## config.mk

```make
export PLATFORM = sky130hd
export DESIGN_NAME = mem_access_unit_flat
export DESIGN_NICKNAME = d
export VERILOG_FILES = /design/src/rtl/wisc_mem_pkg.sv /design/src/rtl/mem_access_unit_if.sv /design/src/rtl/mem_access_unit.sv /design/src/flat_wrapper.sv
export SDC_FILE = /design/constraint.sdc
export NUM_CORES = 1
export LEC_CHECK = 0
export ABC_AREA = 1
export BUFFER_PORTS_ARGS = -buffer_cell sky130_fd_sc_hd__buf_2
export CELL_PAD_IN_SITES_DETAIL_PLACEMENT = 0
export CELL_PAD_IN_SITES_GLOBAL_PLACEMENT = 2
export CORE_MARGIN = 8
export CORE_UTILIZATION = 28
export DETAILED_ROUTE_END_ITERATION = 8
export HOLD_SLACK_MARGIN = 0.08
export PLACE_DENSITY_LB_ADDON = 0.25
export SYNTH_ARGS = -nofsm -noshare
export SYNTH_HDL_FRONTEND = slang
export SYNTH_SLANG_ARGS = --single-unit
export TNS_END_PERCENT = 10
```

## constraint.sdc

```tcl
create_clock -name clk -period 3.45 [get_ports clk]
set_input_delay 0.345 -clock clk [delete_from_list [all_inputs] [get_ports clk]]
set_output_delay 0.345 -clock clk [all_outputs]
set_load 0.01 [all_outputs]
```

## src/rtl/wisc_mem_pkg.sv

```systemverilog
// Shared types and constants for the WISC memory stage.
package wisc_mem_pkg;

  localparam int unsigned DATA_W = 16;
  localparam logic [3:0]  REG_SP = 4'hF;

  typedef enum logic {
    IDLE = 1'b0,
    WAIT = 1'b1
  } mem_state_t;

endpackage

```

## src/rtl/mem_access_unit_if.sv

```systemverilog
// Data-memory request/ack bus between the memory stage (master) and data memory (slave).
interface mem_access_unit_if
  import wisc_mem_pkg::*;
#(
  parameter int unsigned DATA_W = wisc_mem_pkg::DATA_W
) ();

  logic              dmem_req;
  logic              dmem_we;
  logic [DATA_W-1:0] dmem_addr;
  logic [DATA_W-1:0] dmem_wdata;
  logic [DATA_W-1:0] dmem_rdata;
  logic              dmem_ack;

  modport master (
    output dmem_req, dmem_we, dmem_addr, dmem_wdata,
    input  dmem_rdata, dmem_ack
  );

  modport slave (
    input  dmem_req, dmem_we, dmem_addr, dmem_wdata,
    output dmem_rdata, dmem_ack
  );

endinterface

```

## src/rtl/mem_access_unit.sv

```systemverilog
// Pipeline memory stage: variable-latency data-memory access with stall, timeout and
// registered MEM/WB results (including popped return PC for ret).
module mem_access_unit
  import wisc_mem_pkg::*;
#(
  parameter int unsigned TIMEOUT_CYCLES = 64,
  parameter int unsigned DATA_W         = wisc_mem_pkg::DATA_W
) (
  input  logic              clk,
  input  logic              rst,
  input  logic              ex_valid,
  input  logic              RegWrite_in,
  input  logic              MemWrite_in,
  input  logic              MemRead_in,
  input  logic              mem_to_reg_in,
  input  logic              call_in,
  input  logic              ret_future_in,
  input  logic [3:0]        reg_rd_in,
  input  logic [DATA_W-1:0] alu_result_in,
  input  logic [DATA_W-1:0] sw_data_in,
  input  logic              HALT_in,
  mem_access_unit_if.master dmem,
  output logic              mem_stall,
  output logic              wb_valid,
  output logic              RegWrite_out,
  output logic [3:0]        reg_rd_out,
  output logic [DATA_W-1:0] wb_data,
  output logic              ret_pc_valid,
  output logic [DATA_W-1:0] ret_pc,
  output logic              HALT_out,
  output logic              mem_error
);

  mem_state_t        state, state_nxt;
  logic [7:0]        wait_cnt;
  logic              req_q, we_q;
  logic [DATA_W-1:0] addr_q, wdata_q;
  logic              cap_regwrite, cap_m2r, cap_call, cap_ret;
  logic [3:0]        cap_rd;

  logic is_mem, timeout_hit;
  logic accept_alu, start_mem, complete, time_out;

  // HALT always takes the single-cycle path, even if memory bits are set.
  assign is_mem      = (MemRead_in | MemWrite_in) & ~HALT_in;
  assign timeout_hit = (wait_cnt == 8'(TIMEOUT_CYCLES - 1));

  assign dmem.dmem_req   = req_q;
  assign dmem.dmem_we    = we_q;
  assign dmem.dmem_addr  = addr_q;
  assign dmem.dmem_wdata = wdata_q;

  always_ff @(posedge clk or posedge rst) begin
    if (rst) state <= IDLE;
    else     state <= state_nxt;
  end

  always_comb begin
    state_nxt  = state;
    mem_stall  = 1'b0;
    accept_alu = 1'b0;
    start_mem  = 1'b0;
    complete   = 1'b0;
    time_out   = 1'b0;
    case (state)
      IDLE: begin
        if (ex_valid && !HALT_out) begin
          if (is_mem) begin
            mem_stall = 1'b1;
            start_mem = 1'b1;
            state_nxt = WAIT;
          end else begin
            accept_alu = 1'b1;
          end
        end
      end
      WAIT: begin
        if (dmem.dmem_ack) begin
          complete  = 1'b1;
          state_nxt = IDLE;
        end else if (timeout_hit) begin
          time_out  = 1'b1;
          state_nxt = IDLE;
        end else begin
          mem_stall = 1'b1;
        end
      end
      default: state_nxt = IDLE;
    endcase
  end

  // The captured address doubles as the captured ALU result for write-back.
  always_ff @(posedge clk or posedge rst) begin
    if (rst) begin
      wait_cnt     <= '0;
      req_q        <= 1'b0;
      we_q         <= 1'b0;
      addr_q       <= '0;
      wdata_q      <= '0;
      cap_regwrite <= 1'b0;
      cap_m2r      <= 1'b0;
      cap_call     <= 1'b0;
      cap_ret      <= 1'b0;
      cap_rd       <= '0;
      wb_valid     <= 1'b0;
      RegWrite_out <= 1'b0;
      reg_rd_out   <= '0;
      wb_data      <= '0;
      ret_pc_valid <= 1'b0;
      ret_pc       <= '0;
      HALT_out     <= 1'b0;
      mem_error    <= 1'b0;
    end else begin
      wb_valid     <= 1'b0;
      ret_pc_valid <= 1'b0;

      if (accept_alu) begin
        wb_valid     <= 1'b1;
        RegWrite_out <= RegWrite_in;
        reg_rd_out   <= reg_rd_in;
        wb_data      <= alu_result_in;
        if (HALT_in) HALT_out <= 1'b1;
      end

      if (start_mem) begin
        req_q        <= 1'b1;
        we_q         <= MemWrite_in;
        addr_q       <= alu_result_in;
        wdata_q      <= sw_data_in;
        cap_regwrite <= RegWrite_in;
        cap_m2r      <= mem_to_reg_in;
        cap_call     <= call_in;
        cap_ret      <= ret_future_in;
        cap_rd       <= reg_rd_in;
        wait_cnt     <= '0;
      end else if (state == WAIT) begin
        wait_cnt <= wait_cnt + 8'd1;
      end

      if (complete) begin
        req_q        <= 1'b0;
        wb_valid     <= 1'b1;
        RegWrite_out <= cap_regwrite;
        reg_rd_out   <= cap_rd;
        wb_data      <= (cap_m2r && !cap_ret && !cap_call) ? dmem.dmem_rdata : addr_q;
        if (cap_ret) begin
          ret_pc       <= dmem.dmem_rdata;
          ret_pc_valid <= 1'b1;
        end
      end

      if (time_out) begin
        req_q        <= 1'b0;
        wb_valid     <= 1'b1;
        RegWrite_out <= 1'b0;
        mem_error    <= 1'b1;
      end
    end
  end

endmodule

```

## src/flat_wrapper.sv

```systemverilog
// flat-port wrapper written by rule: the top's interface ports become plain ports
module mem_access_unit_flat import wisc_mem_pkg::*;
#(
  parameter int unsigned TIMEOUT_CYCLES = 64,
  parameter int unsigned DATA_W         = wisc_mem_pkg::DATA_W
)
  (clk, rst, ex_valid, RegWrite_in, MemWrite_in, MemRead_in, mem_to_reg_in, call_in, ret_future_in, reg_rd_in, alu_result_in, sw_data_in, HALT_in, mem_stall, wb_valid, RegWrite_out, reg_rd_out, wb_data, ret_pc_valid, ret_pc, HALT_out, mem_error, dmem_dmem_req, dmem_dmem_we, dmem_dmem_addr, dmem_dmem_wdata, dmem_dmem_rdata, dmem_dmem_ack);
  mem_access_unit_if #(.DATA_W(DATA_W)) dmem_i ();
  input  logic clk;
  input  logic rst;
  input  logic ex_valid;
  input  logic RegWrite_in;
  input  logic MemWrite_in;
  input  logic MemRead_in;
  input  logic mem_to_reg_in;
  input  logic call_in;
  input  logic ret_future_in;
  input  logic [3:0] reg_rd_in;
  input  logic [DATA_W-1:0] alu_result_in;
  input  logic [DATA_W-1:0] sw_data_in;
  input  logic HALT_in;
  output logic mem_stall;
  output logic wb_valid;
  output logic RegWrite_out;
  output logic [3:0] reg_rd_out;
  output logic [DATA_W-1:0] wb_data;
  output logic ret_pc_valid;
  output logic [DATA_W-1:0] ret_pc;
  output logic HALT_out;
  output logic mem_error;
  output wire logic [$bits(dmem_i.dmem_req)-1:0] dmem_dmem_req;
  output wire logic [$bits(dmem_i.dmem_we)-1:0] dmem_dmem_we;
  output wire logic [$bits(dmem_i.dmem_addr)-1:0] dmem_dmem_addr;
  output wire logic [$bits(dmem_i.dmem_wdata)-1:0] dmem_dmem_wdata;
  input wire logic [$bits(dmem_i.dmem_rdata)-1:0] dmem_dmem_rdata;
  input wire logic [$bits(dmem_i.dmem_ack)-1:0] dmem_dmem_ack;
  assign dmem_dmem_req = dmem_i.dmem_req;
  assign dmem_dmem_we = dmem_i.dmem_we;
  assign dmem_dmem_addr = dmem_i.dmem_addr;
  assign dmem_dmem_wdata = dmem_i.dmem_wdata;
  assign dmem_i.dmem_rdata = dmem_dmem_rdata;
  assign dmem_i.dmem_ack = dmem_dmem_ack;
  mem_access_unit #(.TIMEOUT_CYCLES(TIMEOUT_CYCLES), .DATA_W(DATA_W)) u_core (.clk(clk), .rst(rst), .ex_valid(ex_valid), .RegWrite_in(RegWrite_in), .MemWrite_in(MemWrite_in), .MemRead_in(MemRead_in), .mem_to_reg_in(mem_to_reg_in), .call_in(call_in), .ret_future_in(ret_future_in), .reg_rd_in(reg_rd_in), .alu_result_in(alu_result_in), .sw_data_in(sw_data_in), .HALT_in(HALT_in), .dmem(dmem_i), .mem_stall(mem_stall), .wb_valid(wb_valid), .RegWrite_out(RegWrite_out), .reg_rd_out(reg_rd_out), .wb_data(wb_data), .ret_pc_valid(ret_pc_valid), .ret_pc(ret_pc), .HALT_out(HALT_out), .mem_error(mem_error));
endmodule
```

# Yosys cells after proc, flatten, opt, wreduce, memory -nomap -nowiden
# Index checks and enable logic that the tools add are counted.
# totals
in_bits	63
ff_bits	92
word_cells	69
out_inout_bits	76
# op_classes
reduce_logical	12
mux	32
addsub	1
bitwise_logic	4
eq_ne	1
# ops
operator	n
16-bit two-way mux	3
1-bit two-way mux	24
8-bit two-way mux	2
8-bit by 1-bit adder with 8-bit output (second input constant)	1
8-bit by 6-bit == test with 1-bit output (second input constant)	1
4-bit two-way mux	2
3-bit nonzero test	2
2-bit AND reduction	2
2-bit nonzero test	2
1-bit logical AND	3
1-bit zero test	3
1-bit inverter	2
1-bit case mux with 2 select lines	1
1-bit bitwise AND	1
1-bit bitwise OR	1

# Depth between registers and ports, before layout
# logic_depth
ltp_word	8
depth_mapped	9
ltp_nobuf	7

# Least setup slack after synthesis
# No wires, ideal clock.
# synth_path
kind	reg2out
startpoint	reg u_core.HALT_out
endpoint	out mem_stall
path_stages_with_launch	7
path_buffers	1
path_slack_ns	2.050
arrival_ns	1.055
required_time_ns	3.105
cell_sequence	dfrtp_1 > inv_1 > nand2_2 > nor2_8 > nand2_4 > buf_2 > nand2_1
# synth_via
elab_chain_cells	4
# synth_rtl
item	line	rtl
start, declared	mem_access_unit.sv:30	output logic HALT_out,
start signal, assigned	mem_access_unit.sv:111	HALT_out <= 1'b0;
start signal, assigned	mem_access_unit.sv:122	if (HALT_in) HALT_out <= 1'b1;
1-bit zero test	mem_access_unit.sv:67	if (ex_valid && !HALT_out) begin
1-bit logical AND	mem_access_unit.sv:67	
1-bit two-way mux	mem_access_unit.sv:67	
1-bit case mux with 2 select lines	mem_access_unit.sv:65	case (state)
end, declared	flat_wrapper.sv:22	output logic mem_stall;
# Every way passes these cells.

# Final worst setup path
# layout_path
startpoint	reg u_core.state
endpoint	reg u_core.cap_m2r
# layout_via
elab_chain_cells	1
# layout_rtl
item	line	rtl
start, declared	mem_access_unit.sv:34	mem_state_t state, state_nxt;
start signal, assigned	mem_access_unit.sv:55	else state <= state_nxt;
1-bit two-way mux	mem_access_unit.sv:65	
end signal, assigned	mem_access_unit.sv:131	cap_m2r <= mem_to_reg_in;
end, declared	mem_access_unit.sv:38	logic cap_regwrite, cap_m2r, cap_call, cap_ret;
# Every way passes these cells.
# A chain may end at the register's enable or synchronous reset.

==> flow_summary_export.csv <==
group,metric,value,unit
power,clockPowerShare,48.0,%
power,powerDensity,421,mW/mm^2
clock_tree,clock_transition_at_the_registers_of_the_reported_paths,0.07,ns
synthesis,yosys.area.top_type_share,54.6,%
hold_path,worst_hold_path_type,"in -> reg",
status,status,"completed",
timing,timing.max_slew.rel_slack,39.1,%
clock_tree,htree_levels,3,
job,drv.max_cap_violation_count,0,
global_routing,grt_util_all_layers,13.0,%
die,die_width,139,um
timing,drv_slew,0,
synthesis,synth_cell_types,27,
synthesis,synth_common_cells,"sky130_fd_sc_hd__nand2_1 (220), sky130_fd_sc_hd__dfrtp_1 (92), sky130_fd_sc_hd__inv_1 (46)",
worst_setup_path,crit_path_max_fanout,26,
synthesis,synth-seq-cells,92,
synthesis,yosys_most_used_dff,"sky130_fd_sc_hd__dfrtp_1",
finish,post-route-cell-area,0.00533,mm^2
clock_tree,root_buffer_cell,"sky130_fd_sc_hd__clkbuf_16",
timing,max_slew.worst_pin.slew,0.914,ns
power,p_comb_share,3.9,%
global_routing,grt_remaining_overflow,0,
timing,clock.fmax,0.481,GHz
synthesis,mappedNetlistNets,569,
synthesis,ys_warn_count,0,
clock_tree,cts_tree,"yes",
synthesis,syn_avg_cell_area,8.35,um^2
power,total_leakage_power,3.01,nW
clock_tree,numCtsBuffers,9,
die,core_area,0.0150,mm^2
worst_setup_path,critPathLaunchType,"register",
clock_tree,ctsLongestPathBuffers,2,
timing,hold_viol_final,0,
timing,fin_worst_skew,0.00933,ns
synthesis,synth.top_cells.by_area,"sky130_fd_sc_hd__dfrtp_1 (55%), sky130_fd_sc_hd__nand2_1 (20%), sky130_fd_sc_hd__nand3_1 (4.9%)",
place,final_gp_congestion,0.743,
timing,fin_crit_sh,60.3,%
worst_setup_path,timing_worst_setup_path_type,"reg -> reg",
synthesis,synth.cell_area,0.00422,mm^2
place,standard_cell_area_after_detailed_placement,0.00501,mm^2
power,intPower,1.76,mW
place,detailed_place_hpwl,8950,um
drt,via_count,3607,
worst_setup_path,cp_slowest_cell,"sky130_fd_sc_hd__dfrtp_1",
timing,finalCriticalPeriod,2.08,ns
timing,timing.final.setup_violations,0,
power,seq_power_share,48.1,%
power,power.ir.vdd_worst,0.168,mV
worst_setup_path,worstPathRequired,3.72,ns
die,die_height,139,um
drt,dr.pass1.iters,4,
synthesis,synth_seq_area_share,54.6,%
power,p_sw_share,21.3,%
synthesis,yosysMostFrequentCell,"sky130_fd_sc_hd__nand2_1",
clock_tree,cts_num_sinks,92,
power,switching_power,477,uW
worst_setup_path,critical_path.max_stage_delay,0.55,ns
drt,avgViaCountPerCell,4.36,
drt,wl_per_cell,14.7,um
clock_tree,post_cts_buffers,0,
finish,antenna-diode-count,0,
worst_setup_path,critical_path_arrival,2.35,ns
die,initial_utilization,28.2,%
drt,drt_first_iter_violations,194,
drt,ant_nets,0,
global_routing,largest_net_degree_at_the_start_of_global_routing,74,
worst_setup_path,cp-end-kind,"register",
clock_tree,clk-insertion-delay-late,0.35,ns
global_routing,grt_pass1_wl,20000,um
die,die_area,0.0193,mm^2
worst_setup_path,path_buf_inv,2,
finish,layout-drive-gt1-share,29.8,%
clock_tree,cts.repair.resized,0,
finish,areaGrowthSynthToFinish,26.2,%
finish,layout.nets,699,
synthesis,synth_enable_flop_cells,0,
timing,sum_of_negative_setup_slack,0,ns
clock_tree,number_of_hold_buffers_added_after_cts,0,
global_routing,number_of_antenna_violations_at_the_first_check_in_global_routing,0,
place,port_buffers,138,
synthesis,asyncSetResetFlopFracSynth,100,%
synthesis,syn_inst,505,
drt,routed_wl,12200,um
die,top_level_ports,139,
global_routing,grt_pass1_vias,3675,
timing,rsz0062_at_grt,"false",
die,placement_rows,45,
drt,drt_drc_violations_left,0,
worst_setup_path,cp_top_family,"buffers and inverters",
worst_setup_path,cp_cell_sequence,"nor2_8 -> nand2_4 -> inv_2 -> buf_4 -> nand2_1 -> o21ai_2",
synthesis,synth_top_cell_by_area,"sky130_fd_sc_hd__dfrtp_1",
metrics by stage:
step                      utilization [%]  setup slack, ns  power, mW  hold WS (ns)  instances
after floorplan                         -            0.713       1.13         0.453        505
after global placement               33.4             1.38       1.19         0.453        812
after detailed placement             33.4             1.32       1.19         0.459        812
after CTS                            35.6             1.29       2.28         0.180        828
after global routing                 35.6             1.16       2.33         0.190        828
final                                35.6             1.37       2.24         0.186        828
layout by cell type (no fill, tap or decap):
cell type / count
sky130_fd_sc_hd__nand2_1: 220
sky130_fd_sc_hd__buf_2: 138
sky130_fd_sc_hd__dfrtp_1: 92
sky130_fd_sc_hd__inv_1: 45
sky130_fd_sc_hd__nand3_1: 41
sky130_fd_sc_hd__o21ai_2: 19
sky130_fd_sc_hd__o21ai_1: 18
sky130_fd_sc_hd__o21ai_0: 15
sky130_fd_sc_hd__nor2_1: 11
sky130_fd_sc_hd__clkbuf_16: 9
sky130_fd_sc_hd__inv_2: 4
sky130_fd_sc_hd__buf_4: 4
sky130_fd_sc_hd__a21oi_1: 3
sky130_fd_sc_hd__clkinv_2: 3
sky130_fd_sc_hd__inv_4: 2
sky130_fd_sc_hd__bufinv_16: 2
sky130_fd_sc_hd__nand2_8: 1
sky130_fd_sc_hd__nor2_2: 1
sky130_fd_sc_hd__nand2_2: 1
sky130_fd_sc_hd__nor2_8: 1
sky130_fd_sc_hd__nand2_4: 1
sky130_fd_sc_hd__a21oi_4: 1
sky130_fd_sc_hd__nor3_1: 1
sky130_fd_sc_hd__nand4_1: 1
sky130_fd_sc_hd__nor3_2: 1
sky130_fd_sc_hd__nor2_4: 1
sky130_fd_sc_hd__nand3_2: 1
sky130_fd_sc_hd__ha_1: 1
sky130_fd_sc_hd__clkbuf_8: 1
sky130_fd_sc_hd__clkbuf_1: 1
power groups by stage:
stage          Sequential [mW]  Combinational, mW  Clock, mW
5_1_grt                   1.08              0.100       1.16
3_5_place_dp              1.10             0.0897          0
6_report                  1.08             0.0866       1.07
2_1_floorplan             1.10             0.0336          0
3_3_place_gp              1.10             0.0889          0
4_1_cts                   1.08             0.0900       1.11
path summary, 6_finish.rpt:
| check | from | to | slack, ns | depth (start not counted) |
|---|---|---|---|---|
| max | u_core.state | u_core.cap_m2r | 1.37 | 6 |
| min | sw_data_in[3] | u_core.dmem.dmem_wdata[3] | 0.19 | 3 |
| max reg2reg | u_core.state | u_core.cap_m2r | 1.37 | 6 |
| min reg2reg | u_core.mem_error | u_core.mem_error | 0.47 | 2 |
| max in group asynchronous | rst | u_core.wb_data[13] | 2.40 | 3 |
| min in group asynchronous | rst | u_core.wb_data[0] | 0.21 | 2 |
final cells by class:
class | count | area (um^2)
fill | 1631 | 9650
sequential | 92 | 2300
multi-input combinational | 339 | 1550
timing repair buffer | 142 | 721
clock buffer | 11 | 243
tap | 188 | 235
inverter | 51 | 196
clock inverter | 5 | 75.1
worst reg2reg max path, cell delays in order, from the launching register on:
cell,delay [ns]
sky130_fd_sc_hd__dfrtp_1,0.55
sky130_fd_sc_hd__nor2_8,0.23
sky130_fd_sc_hd__nand2_4,0.21
sky130_fd_sc_hd__inv_2,0.41
sky130_fd_sc_hd__buf_4,0.41
sky130_fd_sc_hd__nand2_1,0.14
sky130_fd_sc_hd__o21ai_2,0.07
kinds of logic after synthesis:
family | synth area share (%)
AOI/OAI and AO/OA | 8.60
and+or+nand+nor | 27.9
DFF | 54.6
buffers and inverters | 8.60
adders and majority gates | 0.297
registers in the layout, indices dropped and copies added, names as in the netlist, 4 cells and up:
signal                  flops
u_core.reg_rd_out           4
u_core.wb_data             16
u_core.cap_rd               4
u_core.dmem.dmem_wdata     16
u_core.ret_pc              16
u_core.dmem.dmem_addr      16
u_core.wait_cnt             8
layer usage:
metal	track usage, %	part of all wire, %	vias up
met5	0	0	-
met4	4.74	1.5	0
met3	4.34	7.5	10
met2	19.8	44	102
met1	16.8	47	1665
li1	-	-	1830
(Power assumes the default switching activity.)
